File: config.mk
export PLATFORM = sky130hd
export DESIGN_NAME = pm_stage_fifo
export DESIGN_NICKNAME = d
export VERILOG_FILES = /design/src/rtl/pm_pkg.sv /design/src/rtl/pm_fifo_ctrl.sv /design/src/rtl/pm_stage_fifo.sv
export SDC_FILE = /design/constraint.sdc
export NUM_CORES = 1
export LEC_CHECK = 0
export CORE_MARGIN = 2
export CORE_UTILIZATION = 60
export CTS_BUF_LIST = sky130_fd_sc_hd__clkbuf_8
export DETAILED_ROUTE_END_ITERATION = 10
export GPL_ROUTABILITY_DRIVEN = 0
export PLACE_DENSITY = 0.82
export RECOVER_POWER = 100
export SYNTH_ARGS = -nofsm -noshare
export SYNTH_HDL_FRONTEND = slang
export SYNTH_SLANG_ARGS = --single-unit
File: constraint.sdc
create_clock -name PM_clk -period 4.3 [get_ports PM_clk]
set_input_delay 0.86 -clock PM_clk [delete_from_list [all_inputs] [get_ports PM_clk]]
set_output_delay 0.86 -clock PM_clk [all_outputs]
set_load 0.05 [all_outputs]
File: src/rtl/pm_pkg.sv
// Shared widths, reset constants and the path-metric record layout for the PM stage FIFO.
// pm_rec_t uses the default widths; the field order matches the FIFO's head outputs.
package pm_pkg;

   localparam int PM_W_DEF   = 7;
   localparam int ADDR_W_DEF = 2;
   localparam int ID_W_DEF   = 3;

   localparam logic TERM_RST = 1'b1;

   typedef struct packed {
      logic [PM_W_DEF-1:0]   pm;
      logic [ADDR_W_DEF-1:0] addr;
      logic                  dec;
      logic                  term;
      logic [ID_W_DEF-1:0]   id;
      logic                  norm;
   } pm_rec_t;

endpackage

File: src/rtl/pm_fifo_ctrl.sv
// Pointer/occupancy control for the PM stage FIFO: push/pop strobes, flush, next-head index.
// in_ready depends on count only and is held low until the first clock after reset.
module pm_fifo_ctrl #(
   parameter int DEPTH = 4
) (
   input  logic                     clk,
   input  logic                     rst,
   input  logic                     flush,
   input  logic                     in_valid,
   input  logic                     out_ready,
   output logic                     in_ready,
   output logic                     empty,
   output logic                     push,
   output logic                     pop,
   output logic                     valid_nxt,
   output logic [$clog2(DEPTH)-1:0] wptr,
   output logic [$clog2(DEPTH)-1:0] rptr_nxt,
   output logic [$clog2(DEPTH):0]   count
);

   localparam int PW = $clog2(DEPTH);
   localparam int CW = PW + 1;

   logic          live;
   logic          full;
   logic [PW-1:0] rptr;
   logic [CW-1:0] count_nxt;

   assign full     = (count == CW'(DEPTH));
   assign empty    = (count == '0);
   assign in_ready = live & ~full;

   // A flushed cycle neither stores nor retires anything.
   assign push = in_valid & in_ready & ~flush;
   assign pop  = out_ready & ~empty & ~flush;

   assign rptr_nxt  = rptr + PW'(pop);
   assign count_nxt = count + CW'(push) - CW'(pop);
   assign valid_nxt = ~flush & (count_nxt != '0);

   always_ff @(posedge clk or posedge rst) begin
      if (rst) begin
         live  <= 1'b0;
         wptr  <= '0;
         rptr  <= '0;
         count <= '0;
      end else begin
         live <= 1'b1;
         if (flush) begin
            wptr  <= '0;
            rptr  <= '0;
            count <= '0;
         end else begin
            if (push) begin
               wptr <= wptr + PW'(1);
            end
            rptr  <= rptr_nxt;
            count <= count_nxt;
         end
      end
   end

endmodule

File: src/rtl/pm_stage_fifo.sv
// Path-metric record FIFO between ACS and traceback; registered head, 1-cycle fill latency, outputs hold while stalled.
// in_ready = !full with no out_ready path. Optional metric normalisation under PM_NORM_EN.
module pm_stage_fifo
   import pm_pkg::*;
#(
   parameter int PM_W   = PM_W_DEF,
   parameter int ADDR_W = ADDR_W_DEF,
   parameter int ID_W   = ID_W_DEF,
   parameter int DEPTH  = 4
) (
   input  logic                     PM_clk,
   input  logic                     PM_rst,
   input  logic                     flush,
   input  logic                     in_valid,
   output logic                     in_ready,
   input  logic [PM_W-1:0]          PM_in,
   input  logic [ADDR_W-1:0]        addr_in,
   input  logic                     dec_in,
   input  logic                     term_in,
   input  logic [ID_W-1:0]          data_id,
   output logic                     out_valid,
   input  logic                     out_ready,
   output logic [PM_W-1:0]          PM_out,
   output logic [ADDR_W-1:0]        addr_out,
   output logic                     dec_out,
   output logic                     term_out,
   output logic [ID_W-1:0]          data_id_out,
   output logic                     norm_out,
   output logic [$clog2(DEPTH):0]   count
);

   localparam int PW = $clog2(DEPTH);
   localparam int CW = PW + 1;

   typedef struct packed {
      logic [PM_W-1:0]   pm;
      logic [ADDR_W-1:0] addr;
      logic              dec;
      logic              term;
      logic [ID_W-1:0]   id;
   } ent_t;

   ent_t          mem [DEPTH];
   ent_t          wr_ent;
   ent_t          head_ent;
   logic          push;
   logic          pop;
   logic          empty;
   logic          valid_nxt;
   logic          head_bypass;
   logic [PW-1:0] wptr;
   logic [PW-1:0] rptr_nxt;

   pm_fifo_ctrl #(
      .DEPTH(DEPTH)
   ) u_ctrl (
      .clk       (PM_clk),
      .rst       (PM_rst),
      .flush     (flush),
      .in_valid  (in_valid),
      .out_ready (out_ready),
      .in_ready  (in_ready),
      .empty     (empty),
      .push      (push),
      .pop       (pop),
      .valid_nxt (valid_nxt),
      .wptr      (wptr),
      .rptr_nxt  (rptr_nxt),
      .count     (count)
   );

   always_comb begin
      wr_ent = '{pm: PM_in, addr: addr_in, dec: dec_in, term: term_in, id: data_id};
`ifdef PM_NORM_EN
      wr_ent.pm[PM_W-1] = 1'b0;
`endif
   end

   always_ff @(posedge PM_clk) begin
      if (push) begin
         mem[wptr] <= wr_ent;
      end
   end

   // When nothing older survives this edge, the record being written becomes the head directly.
   assign head_bypass = empty | (pop & (count == CW'(1)));
   assign head_ent    = head_bypass ? wr_ent : mem[rptr_nxt];

   always_ff @(posedge PM_clk or posedge PM_rst) begin
      if (PM_rst) begin
         out_valid   <= 1'b0;
         PM_out      <= '0;
         addr_out    <= '0;
         dec_out     <= 1'b0;
         term_out    <= TERM_RST;
         data_id_out <= '0;
      end else if (flush) begin
         out_valid   <= 1'b0;
         PM_out      <= '0;
         addr_out    <= '0;
         dec_out     <= 1'b0;
         term_out    <= TERM_RST;
         data_id_out <= '0;
      end else begin
         out_valid <= valid_nxt;
         if (valid_nxt) begin
            PM_out      <= head_ent.pm;
            addr_out    <= head_ent.addr;
            dec_out     <= head_ent.dec;
            term_out    <= head_ent.term;
            data_id_out <= head_ent.id;
         end
      end
   end

`ifdef PM_NORM_EN
   logic norm_mem [DEPTH];
   logic wr_norm;

   assign wr_norm = PM_in[PM_W-1];

   always_ff @(posedge PM_clk) begin
      if (push) begin
         norm_mem[wptr] <= wr_norm;
      end
   end

   always_ff @(posedge PM_clk or posedge PM_rst) begin
      if (PM_rst) begin
         norm_out <= 1'b0;
      end else if (flush) begin
         norm_out <= 1'b0;
      end else if (valid_nxt) begin
         norm_out <= head_bypass ? wr_norm : norm_mem[rptr_nxt];
      end
   end
`else
   assign norm_out = 1'b0;
`endif

endmodule

==> results.yml <==
sta:
  hold_viol_final: 0
  finalSetupTns_ns: 0
  grt_setup_unrepaired: "no"
  finalMaxSlewViolations: 0
  fin_skew_ns: 0.006798
  finalSetupViolCount: 0
  timing.final.crit_share: 0.8257
  fmax_mhz: 281.6
  fin_crit_ns: 3.551
  slew_headroom: 0.1378
  tightest_slew_ns: 1.293
worst_setup_path:
  slowest_stage: "clkbuf_1"
  crit_buf_inv: 2
  path_class: "input pin to flip-flop"
  crit_arrival_ns: 3.75
  worst-path-stages: 8
  rr_worst_depth: 9
  cp_max_fo: 15
  crit_chain: "dlygate4sd3_1, nand2b_1, nor2_1, ha_1, clkbuf_1, mux4_2, mux2i_1, o2bb2ai_1"
  crit_required_ns: 4.50
  critPathCaptureType: "flip-flop"
  cp_slowest_stage_delay_ns: 0.94
  cp_top_family: "buffers and inverters"
  cp-start-kind: "input pin"
final_layout:
  fillers: 340
  antenna_cells: 0
  seq_area_um2: 2258
  design_area_um2: 3864
  area.growth.synth_to_final_pct: 20.06
  layout.nets: 248
  fin_util: 0.7517
  multiInputGateArea_um2: 874.6
  layout-drive-gt1-share: 0.1460
synth:
  yosysSeqAreaShare: 0.7018
  synth_compound_area_frac: 0.04588
  synthCells: 175
  synth_edf_count: 56
  syn_nets: 202
  synth_top_family_by_area: "multiplexers"
  synthMuxAreaShare: 0.1446
  synthTopCellsByArea: "edfxtp_1 (52%), dfrtp_1 (17%), mux4_2 (9.8%), mux2i_1 (4.7%), o2bb2ai_1 (3.3%)"
  synth_top_area_share: 0.5226
  synthesis.area_um2: 3218
  synthArstFlopShare: 0.2911
  synth.distinct_cells: 29
  synthAdderAreaFrac: 0.03344
  yosysMostFrequentCell: "edfxtp_1"
  synth_area_leader_cell: "edfxtp_1"
  synth_seq_cells: 79
  yosys-top-cells-count: "edfxtp_1 (56), dfrtp_1 (22), mux2i_1 (15)"
  synthFlopType: "edfxtp_1"
  avgSynthCellArea_um2: 18.39
  yosys.area_share.simple: 0.03538
  synth-xor-area-share: 0.01244
  yosysWarningCount: 0
floorplanning:
  rows: 26
  die_w_um: 77.24
  dieArea_um2: 5965
  die_h_um: 77.24
  core_um2: 5140
  initial_core_util: 0.6261
  ioPinCount: 39
routing:
  drt_wl_total_mm: 5.768
  ant_nets: 0
  route.vias.total: 1679
  drt_iter0_markers: 82
  wl_per_cell_um: 19.49
  via_per_inst: 5.672
  drc: 0
  first_pass_iters: 4
power:
  power_mw: 2.276
  p_sw_mw: 0.7634
  pwr-share-seq: 0.414
  power.density_nw_per_um2: 589.0
  max-vdd-ir-drop_uv: 376.6
  combPwrFrac: 0.340
  switching_share: 0.3355
  internal_power_mw: 1.512
  leakagePower_nw: 1.513
  clkPwrFrac: 0.247
clock_network:
  cts.sinks: 79
  cts-root-buf: "clkbuf_8"
  cts_tree: "yes"
  cts_setup_buffers: 0
  htree_levels: 3
  clkTransAtPathRegs_ns: 0.07
  cts_resized: 0
  cts_buffers: 9
  clk_latency_ns: 0.33
  clockBufferDepth: 2
  ctsHoldBuffers: 0
place:
  place_hpwl_mm: 3.890
  port_buffers: 37
  place_area_um2: 3674
global_route:
  overflow: 0
  grt_pass1_vias: 1778
  grt_pass1_wl_mm: 9.280
  grt_antenna_before_repair: 0
  grt.total_usage: 0.2153
  grt_max_degree: 24
flow_run:
  max_cap_viol_count: 0
status:
  status: "finished clean"
hold_path:
  hp-class: "flip-flop to flip-flop"
  hold_path_depth: 1
## registers in the layout (all words and copies together) (netlist names)
name and cells:
u_ctrl.wptr 2, addr_out 2, u_ctrl.rptr 2, term_out 1
data_id_out 3, u_ctrl.live 1, u_ctrl.count 3, dec_out 1
PM_out 7, out_valid 1, mem 56
## layer usage
layer,share of wire,GRT usage
met5,0,0
met4,0.020,0.1018
met3,0.044,0.04588
met2,0.51,0.3461
met1,0.42,0.2837
## through the flow
| stage | setup WS (ns) | instances | hold WS (ns) |
|---|---|---|---|
| after floorplan | 1.480 | 175 | 0.5420 |
| after CTS | 1.017 | 296 | 0.5033 |
| final | 0.7493 | 296 | 0.4926 |
| after global routing | 0.5108 | 296 | 0.5134 |
| after detailed placement | 0.6535 | 280 | 0.4811 |
| after global placement | 0.8587 | 280 | 0.4908 |
## cells in the final DEF (no fill, tap or decap), types with 2 or more instances in the layout
cell type       n
ha_1            7
nor2_1          8
clkbuf_8        9
and2_0          4
nor3_1          2
mux2i_1        15
clkbuf_1        2
buf_4           4
bufinv_16       2
conb_1          2
nor2b_1         4
o2bb2ai_1      12
nand2b_1        2
edfxtp_1       56
mux4_2         14
inv_1          11
dfrtp_1        22
dlygate4sd3_1  36
clkinv_2        2
## power by group through the flow
| stage | Sequential [mW] | Clock [mW] | Combinational [mW] |
|---|---|---|---|
| floorplan | 1.12 | 0 | 0.410 |
| global placement | 0.958 | 0 | 0.779 |
| detailed placement | 0.958 | 0 | 0.806 |
| CTS | 0.943 | 0.572 | 0.806 |
| global route | 0.950 | 0.600 | 0.829 |
| finish | 0.941 | 0.562 | 0.773 |
## worst paths after layout
kind | from | to | slack (ns)
max | flush | PM_out[3] | 0.75
min | PM_out[1] | PM_out[1] | 0.49
max reg2reg | u_ctrl.count[1] | dec_out | 1.03
min reg2reg | PM_out[1] | PM_out[1] | 0.49
max in group asynchronous | PM_rst | u_ctrl.rptr[1] | 2.63
min in group asynchronous | PM_rst | out_valid | 1.14
## cells by family after synthesis
kind of cell | count (synthesis)
flip-flops | 79
multiplexers | 29
AND/OR/NAND/NOR | 21
AO/OA/AOI/OAI | 17
buffers and inverters | 16
adder cells (fa/ha/maj) | 8
XOR/XNOR | 3
other | 2
## cell type report
cell class              count  share of cell area
inverters                   8            0.007772
clock inverters             7             0.02105
well taps                  70             0.02267
repair buffers             43              0.1056
multi-input cells          80              0.2264
clock buffers               9             0.03206
flip-flops and latches     79              0.5845
Note: power is estimated with default switching activity, not from simulation.
